<file path="src/rtl/ann_ic_pkg.sv">
// Shared definitions for the ANN-layer interconnect controllers:
// Benes network geometry, route-table entry layout and sequencer state encoding.
package ann_ic_pkg;

    localparam int BENES_PORTS  = 8;
    localparam int BENES_CTRL_W = 20;
    localparam int BENES_LAT    = 2;
    localparam logic [BENES_PORTS-1:0] PORT_DIS_N = 8'hFF;

    typedef struct packed {
        logic [BENES_CTRL_W-1:0] ctrl;
        logic [BENES_PORTS-1:0]  port_en_n;
        logic [7:0]              beats;
    } route_entry_t;

    typedef enum logic [1:0] {
        ST_IDLE  = 2'd0,
        ST_RUN   = 2'd1,
        ST_DRAIN = 2'd2
    } seq_state_t;

    localparam route_entry_t ROUTE_RESET = '{ctrl: '0, port_en_n: PORT_DIS_N, beats: 8'd1};

    // A programmed beat count of zero still routes one beat.
    function automatic logic [7:0] beats_to_cnt(input logic [7:0] beats);
        return (beats == 8'd0) ? 8'd0 : beats - 8'd1;
    endfunction

endpackage

</file>
<file path="src/rtl/benes_route_sequencer_if.sv">
// Configuration, upstream handshake and network-drive signals of the route sequencer.
interface benes_route_sequencer_if #(
    parameter int ADDR_W = 3
);
    logic                                 cfg_wr_en;
    logic [ADDR_W-1:0]                    cfg_wr_addr;
    logic [ann_ic_pkg::BENES_CTRL_W-1:0]  cfg_wr_ctrl;
    logic [ann_ic_pkg::BENES_PORTS-1:0]   cfg_wr_port_en_n;
    logic [7:0]                           cfg_wr_beats;
    logic [ADDR_W:0]                      num_entries;
    logic                                 start;
    logic                                 in_valid;
    logic                                 in_ready;
    logic [ann_ic_pkg::BENES_CTRL_W-1:0]  benes_control;
    logic [ann_ic_pkg::BENES_PORTS-1:0]   benes_port_en_n;
    logic                                 out_valid;
    logic [ADDR_W-1:0]                    out_entry;
    logic                                 busy;
    logic                                 done;

    modport master (
        output cfg_wr_en, cfg_wr_addr, cfg_wr_ctrl, cfg_wr_port_en_n, cfg_wr_beats,
        output num_entries, start, in_valid,
        input  in_ready, benes_control, benes_port_en_n, out_valid, out_entry, busy, done
    );

    modport slave (
        input  cfg_wr_en, cfg_wr_addr, cfg_wr_ctrl, cfg_wr_port_en_n, cfg_wr_beats,
        input  num_entries, start, in_valid,
        output in_ready, benes_control, benes_port_en_n, out_valid, out_entry, busy, done
    );
endinterface

</file>
<file path="src/rtl/route_valid_delay.sv">
// LAT-deep valid+tag shift register matching a fixed-latency datapath.
// pend_o flags valid beats still in flight ahead of the output stage.
module route_valid_delay #(
    parameter int LAT   = 2,
    parameter int TAG_W = 3
) (
    input  logic             clk,
    input  logic             rst,
    input  logic             in_valid_i,
    input  logic [TAG_W-1:0] in_tag_i,
    output logic             out_valid_o,
    output logic [TAG_W-1:0] out_tag_o,
    output logic             pend_o
);
    logic [LAT-1:0]   vld_q;
    logic [TAG_W-1:0] tag_q [LAT];

    always_ff @(posedge clk or posedge rst) begin
        if (rst) begin
            vld_q <= '0;
            for (int i = 0; i < LAT; i++) tag_q[i] <= '0;
        end else begin
            vld_q[0] <= in_valid_i;
            tag_q[0] <= in_tag_i;
            for (int i = 1; i < LAT; i++) begin
                vld_q[i] <= vld_q[i-1];
                tag_q[i] <= tag_q[i-1];
            end
        end
    end

    always_comb begin
        pend_o = 1'b0;
        for (int i = 0; i < LAT - 1; i++) pend_o = pend_o | vld_q[i];
    end

    assign out_valid_o = vld_q[LAT-1];
    assign out_tag_o   = tag_q[LAT-1];

endmodule

</file>
<file path="src/rtl/benes_route_sequencer.sv">
// Walks the route table one upstream beat at a time, drives the Benes network
// configuration and tags the network's delayed output with its entry index.
module benes_route_sequencer
    import ann_ic_pkg::*;
#(
    parameter int DEPTH  = 8,
    parameter int ADDR_W = 3,
    parameter int LAT    = BENES_LAT
) (
    input  logic                  clk,
    input  logic                  rst,
    benes_route_sequencer_if.slave bus
);
    localparam logic [ADDR_W:0] DEPTH_N = (ADDR_W+1)'(DEPTH);

    seq_state_t        state_q, state_d;
    route_entry_t      table_q [DEPTH];
    logic [ADDR_W-1:0] ptr_q, ptr_d, last_q, last_d, ptr_nxt;
    logic [7:0]        cnt_q, cnt_d;
    logic              zdone_q, zdone_d;
    logic              wr_ok, fire, final_out, launch;
    logic [ADDR_W:0]   n_clamp;
    logic [7:0]        first_beats;
    logic              dl_valid, dl_pend;
    logic [ADDR_W-1:0] dl_tag;

    assign ptr_nxt   = ptr_q + ADDR_W'(1);
    assign wr_ok     = bus.cfg_wr_en && (state_q == ST_IDLE);
    assign fire      = bus.in_valid && (state_q == ST_RUN);
    assign final_out = (state_q == ST_DRAIN) && dl_valid && !dl_pend;
    // A new run may launch from IDLE or in the very cycle the previous one completes.
    assign launch    = bus.start && ((state_q == ST_IDLE) || final_out);
    assign n_clamp   = (bus.num_entries > DEPTH_N) ? DEPTH_N : bus.num_entries;
    // Entry 0 may be rewritten in the launch cycle; forward that beat count.
    assign first_beats = (wr_ok && (bus.cfg_wr_addr == '0)) ? bus.cfg_wr_beats : table_q[0].beats;

    always_ff @(posedge clk or posedge rst) begin
        if (rst) begin
            for (int i = 0; i < DEPTH; i++) table_q[i] <= ROUTE_RESET;
        end else if (wr_ok) begin
            table_q[bus.cfg_wr_addr] <= '{ctrl:      bus.cfg_wr_ctrl,
                                          port_en_n: bus.cfg_wr_port_en_n,
                                          beats:     bus.cfg_wr_beats};
        end
    end

    always_ff @(posedge clk or posedge rst) begin
        if (rst) begin
            state_q <= ST_IDLE;
            ptr_q   <= '0;
            last_q  <= '0;
            cnt_q   <= '0;
            zdone_q <= 1'b0;
        end else begin
            state_q <= state_d;
            ptr_q   <= ptr_d;
            last_q  <= last_d;
            cnt_q   <= cnt_d;
            zdone_q <= zdone_d;
        end
    end

    always_comb begin
        state_d = state_q;
        ptr_d   = ptr_q;
        last_d  = last_q;
        cnt_d   = cnt_q;
        zdone_d = 1'b0;
        case (state_q)
            ST_RUN: begin
                if (fire) begin
                    if (cnt_q != 8'd0) begin
                        cnt_d = cnt_q - 8'd1;
                    end else if (ptr_q != last_q) begin
                        ptr_d = ptr_nxt;
                        cnt_d = beats_to_cnt(table_q[ptr_nxt].beats);
                    end else begin
                        state_d = ST_DRAIN;
                    end
                end
            end
            ST_DRAIN: if (final_out) state_d = ST_IDLE;
            default: ;
        endcase
        if (launch) begin
            if (bus.num_entries == '0) begin
                zdone_d = 1'b1;
                state_d = ST_IDLE;
            end else begin
                state_d = ST_RUN;
                ptr_d   = '0;
                last_d  = ADDR_W'(n_clamp - (ADDR_W+1)'(1));
                cnt_d   = beats_to_cnt(first_beats);
            end
        end
    end

    always_comb begin
        bus.in_ready  = (state_q == ST_RUN);
        bus.busy      = (state_q != ST_IDLE);
        bus.done      = zdone_q || final_out;
        bus.out_valid = dl_valid;
        bus.out_entry = dl_tag;
        if (state_q == ST_IDLE) begin
            bus.benes_control   = '0;
            bus.benes_port_en_n = PORT_DIS_N;
        end else begin
            bus.benes_control   = table_q[ptr_q].ctrl;
            bus.benes_port_en_n = table_q[ptr_q].port_en_n;
        end
    end

    route_valid_delay #(
        .LAT   (LAT),
        .TAG_W (ADDR_W)
    ) u_delay (
        .clk         (clk),
        .rst         (rst),
        .in_valid_i  (fire),
        .in_tag_i    (ptr_q),
        .out_valid_o (dl_valid),
        .out_tag_o   (dl_tag),
        .pend_o      (dl_pend)
    );

endmodule

</file>
<file path="src/flat_wrapper.sv">
// flat-port wrapper written by rule: the top's interface ports become plain ports
module benes_route_sequencer_flat import ann_ic_pkg::*;
#(
    parameter int DEPTH  = 8,
    parameter int ADDR_W = 3,
    parameter int LAT    = BENES_LAT
)
  (clk, rst, bus_cfg_wr_en, bus_cfg_wr_addr, bus_cfg_wr_ctrl, bus_cfg_wr_port_en_n, bus_cfg_wr_beats, bus_num_entries, bus_start, bus_in_valid, bus_in_ready, bus_benes_control, bus_benes_port_en_n, bus_out_valid, bus_out_entry, bus_busy, bus_done);
  benes_route_sequencer_if #(.ADDR_W(ADDR_W)) bus_i ();
  input  logic clk;
  input  logic rst;
  input wire logic [$bits(bus_i.cfg_wr_en)-1:0] bus_cfg_wr_en;
  input wire logic [$bits(bus_i.cfg_wr_addr)-1:0] bus_cfg_wr_addr;
  input wire logic [$bits(bus_i.cfg_wr_ctrl)-1:0] bus_cfg_wr_ctrl;
  input wire logic [$bits(bus_i.cfg_wr_port_en_n)-1:0] bus_cfg_wr_port_en_n;
  input wire logic [$bits(bus_i.cfg_wr_beats)-1:0] bus_cfg_wr_beats;
  input wire logic [$bits(bus_i.num_entries)-1:0] bus_num_entries;
  input wire logic [$bits(bus_i.start)-1:0] bus_start;
  input wire logic [$bits(bus_i.in_valid)-1:0] bus_in_valid;
  output wire logic [$bits(bus_i.in_ready)-1:0] bus_in_ready;
  output wire logic [$bits(bus_i.benes_control)-1:0] bus_benes_control;
  output wire logic [$bits(bus_i.benes_port_en_n)-1:0] bus_benes_port_en_n;
  output wire logic [$bits(bus_i.out_valid)-1:0] bus_out_valid;
  output wire logic [$bits(bus_i.out_entry)-1:0] bus_out_entry;
  output wire logic [$bits(bus_i.busy)-1:0] bus_busy;
  output wire logic [$bits(bus_i.done)-1:0] bus_done;
  assign bus_i.cfg_wr_en = bus_cfg_wr_en;
  assign bus_i.cfg_wr_addr = bus_cfg_wr_addr;
  assign bus_i.cfg_wr_ctrl = bus_cfg_wr_ctrl;
  assign bus_i.cfg_wr_port_en_n = bus_cfg_wr_port_en_n;
  assign bus_i.cfg_wr_beats = bus_cfg_wr_beats;
  assign bus_i.num_entries = bus_num_entries;
  assign bus_i.start = bus_start;
  assign bus_i.in_valid = bus_in_valid;
  assign bus_in_ready = bus_i.in_ready;
  assign bus_benes_control = bus_i.benes_control;
  assign bus_benes_port_en_n = bus_i.benes_port_en_n;
  assign bus_out_valid = bus_i.out_valid;
  assign bus_out_entry = bus_i.out_entry;
  assign bus_busy = bus_i.busy;
  assign bus_done = bus_i.done;
  benes_route_sequencer #(.DEPTH(DEPTH), .ADDR_W(ADDR_W), .LAT(LAT)) u_core (.clk(clk), .rst(rst), .bus(bus_i));
endmodule
</file>
<file path="config.mk">
export PLATFORM = sky130hd
export DESIGN_NAME = benes_route_sequencer_flat
export DESIGN_NICKNAME = d
export VERILOG_FILES = /design/src/rtl/ann_ic_pkg.sv /design/src/rtl/benes_route_sequencer_if.sv /design/src/rtl/route_valid_delay.sv /design/src/rtl/benes_route_sequencer.sv /design/src/flat_wrapper.sv
export SDC_FILE = /design/constraint.sdc
export NUM_CORES = 1
export LEC_CHECK = 0
export BUFFER_PORTS_ARGS = -buffer_cell sky130_fd_sc_hd__buf_2
export CAP_MARGIN = 20
export CORE_MARGIN = 3
export CORE_UTILIZATION = 41
export DETAILED_ROUTE_END_ITERATION = 8
export PLACE_DENSITY = 0.53
export SETUP_SLACK_MARGIN = 0.05
export SYNTH_ARGS = -nofsm -noshare
export SYNTH_HDL_FRONTEND = slang
export SYNTH_HIERARCHICAL = 1
export SYNTH_SLANG_ARGS = --single-unit
</file>
<file path="constraint.sdc">
create_clock -name clk -period 24.4 [get_ports clk]
set_input_delay 1.22 -clock clk [delete_from_list [all_inputs] [get_ports clk]]
set_output_delay 1.22 -clock clk [all_outputs]
set_load 0.03 [all_outputs]
</file>
==> key figures <==
Run status
  • Status: complete, no violations

Power
  • Share of total power in combinational logic: 3.4%
  • Clock Power Share: 47.4%
  • VDD IR max: 0.04074 mV
  • Switching pwr: 236.4 uW
  • Switching Fraction: 22.11%
  • Sequential Power Share: 49.2%
  • PwrDens: 63.21 nW/um^2
  • Pint: 832.8 uW
  • Static Leak: 0.007801 uW

Synthesis
  • Number of synthesized flops with an enable pin: 0
  • Dominant synthesized flop cell: dfrtp_1
  • Post-Syn Nets: 1,061
  • Share of flip-flops with an asynchronous set or reset: 100.0%
  • Mean post-synth cell area: 14.83 um^2
  • Post-synthesis sequential area ratio: 53.12%
  • Mapped Area: 14,920 um^2
  • Synthesis Warnings: 6
  • Cells after Synth: 1,006
  • Yosys cell types: 62
  • Flop and latch count out of synthesis: 313

Timing
  • Slew Viols, Final: 0
  • Final Cycle Share: 18.78%
  • Final hold violation count: 0
  • Final Setup Violations: 0
  • RSZ-0062 raised after global routing: false
  • Fmax: 218.3 MHz
  • Hold_ws: 350.5 ps
  • Min cycle time layout: 4581 ps
  • Worst Tran Pin Value: 1023 ps
  • Slew HR: 31.29%
  • Final Skew: 9.144 ps
  • Setup TNS Final: 0 ps

Setup path
  • CP Launch Type: flip-flop
  • Worst EP required: 23,180 ps
  • CP Class: flip-flop to output port
  • Crit path buf inv count: 2
  • CP max FO: 42
  • Cell family with most CP delay: flip-flops
  • Critical path's largest stage delay: 990 ps
  • Arrival @ worst endpoint: 3360 ps
  • Crit-path cells: buf_4, mux4_2, mux2i_1, nand2_1, buf_2
  • CP max stage cell: dfrtp_4
  • Crit end category: output port

CTS
  • Post-CTS setup buffers: 0
  • Worst skew pair latency: 510 ps
  • TritonCTS clock tree: built
  • Clk Tree Root Cell: clkbuf_16
  • Post-CTS Resized: 0
  • Max Root-Sink Buffers: 3
  • Worst-path clk slew: 60 ps
  • Sink Count: 313
  • CTS Buf Count: 35
  • Max H-tree Level: 2
  • Hold_buf cts: 0

Cells and area
  • Filler instances: 3,177
  • Share of layout cells above drive strength 1: 54.66%
  • N_diodes: 0
  • Net count, final: 1,135
  • Core Util, Final: 47.33%
  • Area growth syn-to-layout: 13.41%

Placed design
  • Placer congestion estimate: 0.8083
  • Port buffer count: 82
  • Post-DP HPWL: 20.33 mm

Routing
  • Routed WL per cell: 22.33 um
  • Via-to-Cell Ratio: 5.599
  • Detailed Route WL: 34.97 mm
  • Residual DRC: 0
  • Remaining antenna violation count after routing: 0
  • DRT iter0 DRCs: 468
  • First-pass iteration count of the detailed router: 4
  • DR vias: 8,768

Worst hold path
  • Worst hold path class: flip-flop to flip-flop

Global route
  • GRT Util Overall: 18.34%
  • Antenna violations before repair: 2
  • Vias in the first global route: 9,257
  • Overflow after GRT: 0
  • Pin count of the biggest net entering global routing: 162
  • First-pass GRT wire length: 55.68 mm

Die
  • Chip Width: 196.7 um
  • Die ar.: 38,700 um^2
  • Ports: 83
  • Effective utilization at floorplan: 41.73%
  • Die height: 196.7 um
  • Core area: 35,740 um^2
  • Row count: 69

Run
  • Max-cap violations: 0
==> state kept, by name, indices dropped and copies added, names as in the netlist <==
register and count:
u_core/cnt_q 8, u_core/last_q 3, u_core/ptr_q 3, u_core/state_q 2, u_core/table_q 288, u_core/u_delay/out_tag_o 3, u_core/u_delay/tag_q 3, u_core/u_delay/vld_q 2
u_core/zdone_q 1
==> path summary, 6_finish.rpt <==
path	startpoint	to	slack [ps]	cells past startpoint
worst max-delay path	u_core/ptr_q[0]	bus_benes_port_en_n[1]	19820	5
worst min-delay path	u_core/u_delay/tag_q[4]	u_core/u_delay/out_tag_o[1]	350	0
worst max register to register	u_core/ptr_q[0]	u_core/cnt_q[3]	19990	9
worst min register to register	u_core/u_delay/tag_q[4]	u_core/u_delay/out_tag_o[1]	350	0
max in group asynchronous	rst	u_core/table_q[233]	22590	3
min in group asynchronous	rst	u_core/state_q[1]	630	2
==> cell type report <==
| type | count | area, um^2 | area share [%] |
|---|---|---|---|
| sequential | 313 | 7929 | 46.87 |
| multi-input combinational | 620 | 6706 | 39.65 |
| clock buffer | 57 | 1018 | 6.021 |
| tap | 461 | 576.8 | 3.410 |
| timing repair buffer | 98 | 563.0 | 3.329 |
| clock inverter | 5 | 68.82 | 0.4068 |
| inverter | 12 | 52.55 | 0.3107 |
==> power by group through the flow <==
| stage | registers [uW] | logic (uW) | clock network, uW |
|---|---|---|---|
| floorplan | 534 | 20.0 | 0 |
| global placement | 535 | 36.9 | 0 |
| detailed placement | 535 | 36.8 | 0 |
| CTS | 526 | 36.9 | 523 |
| global route | 526 | 40.9 | 545 |
| finish | 526 | 36.2 | 507 |
==> cells by family (layout without fill, tap and decap cells) <==
logic type	count (synthesis)	after routing	synth area share (%)
adders and majority gates	7	7	0.5872
AOI/OAI and AO/OA	57	57	2.685
xor gates and xnor gates	18	18	1.057
DFF	313	313	53.12
buffers and inverters	73	172	2.257
muxes	397	397	35.17
and+or+nand+nor	141	141	5.125
==> synthesized netlist by cell type, drive strengths merged, types with 3 or more instances <==
master / n / area share [%]
xnor2: 9 / 0.53
o2111ai: 4 / 0.23
o221ai: 3 / 0.18
o21ai: 11 / 0.37
mux4: 73 / 11
nor3: 14 / 0.60
inv: 11 / 0.28
xor2: 9 / 0.53
nor2: 45 / 1.1
or3: 6 / 0.27
dfstp: 72 / 13
buf: 34 / 1.3
clkbuf: 27 / 0.68
ha: 7 / 0.59
a21oi: 10 / 0.34
and3: 3 / 0.13
nand3: 9 / 0.34
or4: 4 / 0.23
dfrtp: 241 / 40
nor4: 5 / 0.34
nor2b: 5 / 0.21
mux2i: 37 / 2.5
mux2: 287 / 22
nand2b: 4 / 0.17
nand2: 32 / 0.81
nor3b: 4 / 0.28
a211oi: 3 / 0.15
a31oi: 7 / 0.29
nand3b: 3 / 0.18
==> per-stage QoR <==
step	setup slack (ps)	power (uW)	cell area [um^2]	cells
after floorplan	14870	554.5	14920	1006
after global placement	20020	572.0	15800	1503
after detailed placement	19890	572.0	15800	1503
after CTS	19670	1086	16890	1565
after global routing	19500	1112	16920	1566
final	19820	1069	16920	1566
==> per-layer routing <==
metal,up-vias,track usage [%],share of wire [%]
met1,4675,25.97,46
li1,3908,-,-
met2,132,29.96,48
met5,-,0,0.077
met3,49,3.077,3.8
met4,4,4.277,1.9
==> cells in the final DEF, fill, tap and decap left out, types with 3 or more instances in the layout <==
| cell type | Yosys | routed |
|---|---|---|
| mux2_2 | 287 | 287 |
| o221ai_1 | 3 | 3 |
| dfstp_2 | 72 | 72 |
| ha_1 | 7 | 7 |
| mux2i_1 | 37 | 37 |
| o21ai_0 | 11 | 11 |
| nor3b_1 | 3 | 3 |
| nor2_1 | 45 | 43 |
| or3_2 | 2 | 3 |
| buf_2 | 17 | 82 |
| dfrtp_1 | 241 | 238 |
| a211oi_1 | 3 | 3 |
| and3_1 | 3 | 3 |
| xnor2_1 | 9 | 9 |
| buf_4 | 5 | 14 |
| clkbuf_8 | 0 | 6 |
| nor2b_1 | 5 | 5 |
| or3_1 | 4 | 3 |
| clkbuf_1 | 27 | 16 |
| xor2_1 | 9 | 9 |
| clkbuf_16 | 0 | 35 |
| o2111ai_1 | 4 | 4 |
| nor3_1 | 10 | 10 |
| nand2_1 | 32 | 31 |
| inv_1 | 11 | 10 |
| or4_1 | 3 | 3 |
| nor3_4 | 0 | 3 |
| nand2b_1 | 4 | 4 |
| a31oi_1 | 7 | 7 |
| nand3_1 | 8 | 8 |
| a21oi_1 | 10 | 10 |
| mux4_2 | 73 | 73 |
No activity file was read; power rests on OpenSTA's default activity.
